File: config.mk
export PLATFORM = sky130hd
export DESIGN_NAME = param_ram
export DESIGN_NICKNAME = d
export VERILOG_FILES = /design/src/rtl/param_ram_pkg.sv /design/src/rtl/param_ram_init_seq.sv /design/src/rtl/param_ram.sv
export SDC_FILE = /design/constraint.sdc
export NUM_CORES = 1
export LEC_CHECK = 0
export CAP_MARGIN = 25
export CORE_MARGIN = 1.5
export CORE_UTILIZATION = 40
export CTS_CLUSTER_DIAMETER = 60
export DETAILED_ROUTE_END_ITERATION = 16
export GPL_TIMING_DRIVEN = 0
export HOLD_SLACK_MARGIN = 0.05
export PLACE_DENSITY = 0.69
export SYNTH_ARGS = -nofsm -noshare
export SYNTH_HDL_FRONTEND = slang
export SYNTH_SLANG_ARGS = --single-unit
File: constraint.sdc
create_clock -name clk -period 4.4 [get_ports clk]
set_clock_uncertainty 0.2 [all_clocks]
set_input_delay 0.66 -clock clk [delete_from_list [all_inputs] [get_ports clk]]
set_output_delay 0.66 -clock clk [all_outputs]
set_load 0.03 [all_outputs]
File: src/rtl/param_ram_pkg.sv
// ---------------------------------------------------------------------------
// param_ram_pkg
// Shared types and helpers for the parameter RAM block.
//   state_t     : init sequencer state encoding (IDLE, INIT)
//   addr_width  : address width for a given word count, ceil(log2(depth)),
//                 never less than one bit
// ---------------------------------------------------------------------------
package param_ram_pkg;

   typedef enum logic {
      IDLE = 1'b0,
      INIT = 1'b1
   } state_t;

   function automatic int addr_width(input int depth);
      int w;
      w = 1;
      while ((1 << w) < depth) begin
         w = w + 1;
      end
      return w;
   endfunction

endpackage

File: src/rtl/param_ram_init_seq.sv
// ---------------------------------------------------------------------------
// param_ram_init_seq
// Init sequencer for param_ram. On an init request it walks every word index
// in ascending order, one per cycle, and supplies the preset value for that
// word. While busy is high the top writes init_data into word init_idx.
//
// Ports
//   clk        in   clock
//   rst        in   asynchronous active-high reset
//   init_req   in   start request, honoured only in IDLE
//   state      out  current sequencer state
//   busy       out  high for exactly DEPTH cycles per init sequence
//   init_idx   out  word index being preset this cycle
//   init_data  out  preset value, (INIT_BASE + init_idx) mod 2^DATA_W
//
// state | meaning
// ------+------------------------------------------------------------
// IDLE  | waiting; accesses allowed in the top, init_req starts INIT
// INIT  | presetting word init_idx; init_req ignored; leaves after DEPTH-1
// ---------------------------------------------------------------------------
module param_ram_init_seq
   import param_ram_pkg::*;
#(
   parameter  int DATA_W    = 4,
   parameter  int DEPTH     = 8,
   parameter  int INIT_BASE = 2,
   localparam int ADDR_W    = addr_width(DEPTH)
) (
   input  logic              clk,
   input  logic              rst,
   input  logic              init_req,
   output state_t            state,
   output logic              busy,
   output logic [ADDR_W-1:0] init_idx,
   output logic [DATA_W-1:0] init_data
);

   localparam logic [ADDR_W-1:0] LAST_IDX = ADDR_W'(DEPTH - 1);

   state_t            state_q;
   state_t            state_d;
   logic [ADDR_W-1:0] idx_q;
   logic [ADDR_W-1:0] idx_d;
   logic              last_word;

   assign last_word = (idx_q == LAST_IDX);

   always_ff @(posedge clk or posedge rst) begin
      if (rst) begin
         state_q <= IDLE;
         idx_q   <= '0;
      end else begin
         state_q <= state_d;
         idx_q   <= idx_d;
      end
   end

   always_comb begin
      state_d = state_q;
      idx_d   = idx_q;
      case (state_q)
         IDLE: begin
            if (init_req) begin
               state_d = INIT;
               idx_d   = '0;
            end
         end
         INIT: begin
            if (last_word) begin
               state_d = IDLE;
               idx_d   = '0;
            end else begin
               idx_d = idx_q + ADDR_W'(1);
            end
         end
         default: begin
            state_d = IDLE;
            idx_d   = '0;
         end
      endcase
   end

   assign state    = state_q;
   assign busy     = (state_q == INIT);
   assign init_idx = idx_q;

   // Summing in DATA_W bits gives the mod 2^DATA_W wrap directly.
   assign init_data = DATA_W'(INIT_BASE) + DATA_W'(idx_q);

endmodule

File: src/rtl/param_ram.sv
// ---------------------------------------------------------------------------
// param_ram
// Small single-port parameter RAM with bit-masked writes, registered reads,
// out-of-range detection and a hardware preset sequence.
//
// Ports
//   clk       in   clock, all state changes on the rising edge
//   rst       in   asynchronous active-high reset (memory is not cleared)
//   init_req  in   start a preset of every word
//   en        in   access strobe, one access per cycle
//   wr        in   1 = write, 0 = read
//   addr      in   word address
//   data_in   in   write data
//   wr_mask   in   per-bit write enable, 1 = bit updated
//   data_out  out  registered read data, held until the next valid read
//   rd_valid  out  one-cycle pulse with each new read result
//   busy      out  high while the preset sequence runs
//   addr_err  out  one-cycle pulse after an access to a word >= DEPTH
// ---------------------------------------------------------------------------
module param_ram
   import param_ram_pkg::*;
#(
   parameter  int DATA_W    = 4,
   parameter  int DEPTH     = 8,
   parameter  int INIT_BASE = 2,
   localparam int ADDR_W    = addr_width(DEPTH)
) (
   input  logic              clk,
   input  logic              rst,
   input  logic              init_req,
   input  logic              en,
   input  logic              wr,
   input  logic [ADDR_W-1:0] addr,
   input  logic [DATA_W-1:0] data_in,
   input  logic [DATA_W-1:0] wr_mask,
   output logic [DATA_W-1:0] data_out,
   output logic              rd_valid,
   output logic              busy,
   output logic              addr_err
);

   localparam logic [31:0] DEPTH_U = 32'(DEPTH);

   logic [DATA_W-1:0] mem [DEPTH];

   state_t            state;
   logic              seq_busy;
   logic [ADDR_W-1:0] init_idx;
   logic [DATA_W-1:0] init_data;

   logic              in_range;
   logic              acc_ok;
   logic              do_write;
   logic              do_read;
   logic              do_err;

   param_ram_init_seq #(
      .DATA_W    (DATA_W),
      .DEPTH     (DEPTH),
      .INIT_BASE (INIT_BASE)
   ) u_init_seq (
      .clk       (clk),
      .rst       (rst),
      .init_req  (init_req),
      .state     (state),
      .busy      (seq_busy),
      .init_idx  (init_idx),
      .init_data (init_data)
   );

   assign busy = seq_busy;

   // DEPTH need not be a power of two, so the address can overshoot the array.
   assign in_range = (32'(addr) < DEPTH_U);

   // An init request in IDLE takes priority and swallows a same-cycle access;
   // nothing is accepted while reset is held.
   assign acc_ok   = en && (state == IDLE) && !init_req && !rst;
   assign do_write = acc_ok &&  wr && in_range;
   assign do_read  = acc_ok && !wr && in_range;
   assign do_err   = acc_ok && !in_range;

   // Memory carries no reset so its contents survive rst and an aborted init.
   always_ff @(posedge clk) begin
      if (seq_busy) begin
         mem[init_idx] <= init_data;
      end else if (do_write) begin
         mem[addr] <= (mem[addr] & ~wr_mask) | (data_in & wr_mask);
      end
   end

   always_ff @(posedge clk or posedge rst) begin
      if (rst) begin
         data_out <= '0;
         rd_valid <= 1'b0;
         addr_err <= 1'b0;
      end else begin
         rd_valid <= do_read;
         addr_err <= do_err;
         if (do_read) begin
            data_out <= mem[addr];
         end
      end
   end

endmodule

==> flow_metrics.py, run 1 <==
metrics = {
    "sta": {
        "whs_ns": 0.3130,
        "hold_viol_final": 0,
        "rsz0062_at_grt": "false",
        "timing.setup.tns_ns": 0,
        "slew_viol_final": 0,
        "worst_pin_slew_ns": 1.081,
        "final-setup-viol-count": 0,
        "maxSlewHeadroom_pct": 26.98,
        "worst_slack_ns": 1.296,
        "min_period_over_period_pct": 70.54,
        "max_freq_mhz": 322.2,
        "fin_crit_ns": 3.104,
    },
    "pwr": {
        "pwr-share-clk_pct": 17.6,
        "p_switching_uw": 435.3,
        "power_density_nw_per_um2": 598.2,
        "p_leak_nw": 0.8303,
        "ir_drop_mv": 0.1762,
        "p_int_uw": 911.9,
        "combPwrFrac_pct": 32.6,
        "power.share.sequential_pct": 49.8,
        "power_switching_share_pct": 32.31,
        "power_mw": 1.347,
    },
    "logic_synthesis": {
        "synth_cell_types": 33,
        "avgSynthCellArea_um2": 15.20,
        "synth_area_um2": 1901,
        "synthCells": 125,
        "yosys_warnings": 0,
        "synth_nets": 144,
        "ys_ff_latch": 41,
        "synth_seq_area_share_pct": 62.41,
    },
    "die": {
        "die_height_um": 71.93,
        "dieArea_um2": 5174,
        "rows": 24,
        "start_util_pct": 42.48,
        "core_area_um2": 4474,
        "ios": 23,
        "fp.dieW_um": 71.93,
    },
    "critical_path": {
        "ff2ff_setup_slack_ns": 1.62,
        "crit_arrival_ns": 2.81,
        "critical_path_class": "in2reg",
        "start_kind": "input port",
        "r2r-start": "u_init_seq.busy$_DFF_PP0_",
        "slowest_delay_ns": 0.91,
        "crit_chain": "clkdlybuf4s50_1 > nor4b_2 > nand2_1 > clkbuf_1 > o41ai_1",
        "cp_max_fo": 10,
        "crit_path_end_kind": "flip-flop",
        "cp_top_family": "compound AO/OA/AOI/OAI gates",
        "worstPathRequired_ns": 4.11,
        "worst-path-buf-inv": 2,
        "crit_slowest_cell": "o41ai_1",
        "crit_start": "init_req",
    },
    "clock_tree": {
        "clock-sinks": 41,
        "clkSlewWorstSetupHoldPaths_ns": 0.07,
        "cts_made_buffers": 5,
        "postCtsSetupRepairBufs": 0,
        "hold_buffers": 0,
        "cts_tree": "yes",
        "cts_buffer_depth": 2,
        "post_cts_resized": 0,
        "clk_latency_ns": 0.29,
        "htree_levels": 2,
        "root_buffer": "clkbuf_8",
    },
    "global_routing": {
        "grt-ovfl-total": 0,
        "grt_max_degree": 14,
        "track_usage_pct": 14.83,
        "grt_pass1_wl_um": 5602,
        "grt_pass1_vias": 1152,
        "antenna_found_initial": 0,
    },
    "job": {
        "drv_cap": 0,
    },
    "place": {
        "dpl_worst_slack_ns": 1.002,
        "dpl-instance-area_um2": 2166,
        "port_buffers": 20,
        "gp_congestion": 0.7909,
        "numPlacedInstances": 197,
        "dpl.hpwl_um": 2531,
    },
    "cells_and_area": {
        "fin_util_pct": 50.34,
        "layoutNonFillerInstCount": 205,
        "drive_gt1_share_pct": 15.03,
        "n_fill_cell": 367,
        "n_antenna_cell": 0,
        "regArea_um2": 1186,
        "multi_input_area_um2": 655.6,
        "area_delta_synth_final_pct": 18.50,
        "final_area_um2": 2252,
        "nets": 171,
    },
    "drt": {
        "dr_total_vias": 1138,
        "drt_iter0_markers": 77,
        "ant_nets": 0,
        "vias_per_cell": 5.551,
        "wirelength_um": 3411,
        "firstDrtPassIters": 4,
        "drc": 0,
        "wl_per_cell_um": 16.64,
    },
    "hold_path": {
        "holdCritStartpoint": "data_out[2]$_DFFE_PP0P_",
        "hp-class": "reg2reg",
    },
    "status": {
        "outcome": "complete, no violations",
    },
}
-- path summary, 6_finish.rpt --
path | end | cells after the start
max | mem[0][1]$_DFFE_PP_ | 5
min | data_out[2]$_DFFE_PP0P_ | 1
max reg2reg | mem[0][1]$_DFFE_PP_ | 5
min reg2reg | data_out[2]$_DFFE_PP0P_ | 1
max in group asynchronous | data_out[3]$_DFFE_PP0P_ | 2
min in group asynchronous | u_init_seq.init_idx[0]$_DFFE_PP0P_ | 2
-- power groups by stage --
stage	combinational (mW)	sequential (mW)	clock, mW
after global routing	0.490	0.686	0.259
after detailed placement	0.446	0.681	0
after CTS	0.448	0.673	0.242
after global placement	0.433	0.671	0
after floorplan	0.269	0.699	0
final	0.440	0.671	0.237
-- worst reg2reg max path: cells and delay by family (launching register included) --
| family | cells | cell delay (ns) |
|---|---|---|
| AO/OA/AOI/OAI | 1 | 0.91 |
| AND/OR/NAND/NOR | 2 | 0.50 |
| flip-flops | 1 | 0.38 |
| buffers and inverters | 2 | 0.41 |
-- registers in the layout (all words and copies together) (netlist names) --
register and flops:
mem 32, u_init_seq.busy 1, u_init_seq.init_idx 3, data_out 4
rd_valid 1
-- layout by cell type (no fill, tap or decap), drive strengths merged, types with 4 or more instances in the layout --
cell / count
a21oi: 4
clkbuf: 11
clkdlybuf4s50: 20
dfrtp: 9
edfxtp: 32
mux2: 8
mux2i: 4
mux4: 8
nand2: 9
nand2b: 5
nor2: 4
o21ai: 7
-- kinds of logic after synthesis --
| family | Yosys count | share of synthesized area, % |
|---|---|---|
| mux | 20 | 17.91 |
| fa+ha+maj | 3 | 1.975 |
| other cells | 1 | 0.1973 |
| compound gates | 17 | 5.465 |
| simple gates | 31 | 8.953 |
| buf+inv | 12 | 3.094 |
| flops | 41 | 62.41 |
-- metal layers --
| layer | global-route usage [%] | part of all wire [%] | up-vias |
|---|---|---|---|
| li1 | - | - | 531 |
| met1 | 17.40 | 40 | 561 |
| met2 | 26.44 | 53 | 38 |
| met3 | 3.472 | 5.2 | 8 |
| met4 | 5.660 | 2.0 | 0 |
| met5 | 0 | 0 | - |
-- Yosys cell counts, drive strengths merged --
cell / n / area [um2]
a21oi: 4 / 20.02
a22o: 1 / 8.760
a22oi: 1 / 7.510
a31o: 1 / 8.760
and2: 1 / 6.260
and3: 1 / 6.260
buf: 3 / 23.77
clkbuf: 6 / 23.77
conb: 1 / 3.750
dfrtp: 9 / 225.2
edfxtp: 32 / 960.9
ha: 3 / 37.54
inv: 3 / 11.26
mux2: 8 / 97.59
mux2i: 4 / 40.04
mux4: 8 / 202.7
nand2: 9 / 33.78
nand2b: 5 / 31.28
nand3: 2 / 10.01
nand3b: 2 / 15.01
nor2: 4 / 15.01
nor2b: 3 / 18.77
nor4b: 1 / 15.01
o21ai: 7 / 35.03
o22ai: 1 / 6.260
o32ai: 1 / 8.760
o41ai: 1 / 8.760
or3: 3 / 18.77
-- layout make-up --
| class | count | share of cell area [%] |
|---|---|---|
| flip-flops and latches | 41 | 52.67 |
| multi-input cells | 72 | 29.11 |
| repair buffers | 20 | 8.889 |
| clock buffers | 5 | 3.056 |
| well taps | 52 | 2.889 |
| plain buffers | 9 | 2.111 |
| clock inverters | 3 | 0.7778 |
| inverters | 3 | 0.5000 |
No activity file was read; power rests on OpenSTA's default activity.
==> inputs of run 2 (changes only) <==
Clock period 4.4 ns to 3.2 ns, I/O delays scaled along.
==> results of run 2 <==
Same layout as run 1 (identical final DEF). Status: complete, no violations.
Main changes from that run: setup slack after placement 1.002 ns -> -0.01827 ns; clock-pin slew on the worst setup and hold paths 0.07 ns -> 0.08 ns; setup slack after layout 1.296 ns -> 0.2761 ns; hold slack 0.3130 ns -> 0.2878 ns; register-to-register setup slack 1.62 ns -> 0.42 ns; total power 1.347 mW -> 1.852 mW; worst IR drop on VDD 0.1762 mV -> 0.2423 mV
==> inputs of run 3 (changes only) <==
Clock period 3.2 ns to 3.25 ns, I/O delays scaled along.
==> results of run 3 <==
Same layout as run 1 (identical final DEF). Status: complete, no violations.
Main changes from that run: setup slack after placement 1.002 ns -> 0.02423 ns; clock-pin slew on the worst setup and hold paths 0.07 ns -> 0.08 ns; setup slack after layout 1.296 ns -> 0.3186 ns; hold slack 0.3130 ns -> 0.2953 ns; register-to-register setup slack 1.62 ns -> 0.47 ns; total power 1.347 mW -> 1.824 mW; worst IR drop on VDD 0.1762 mV -> 0.2385 mV
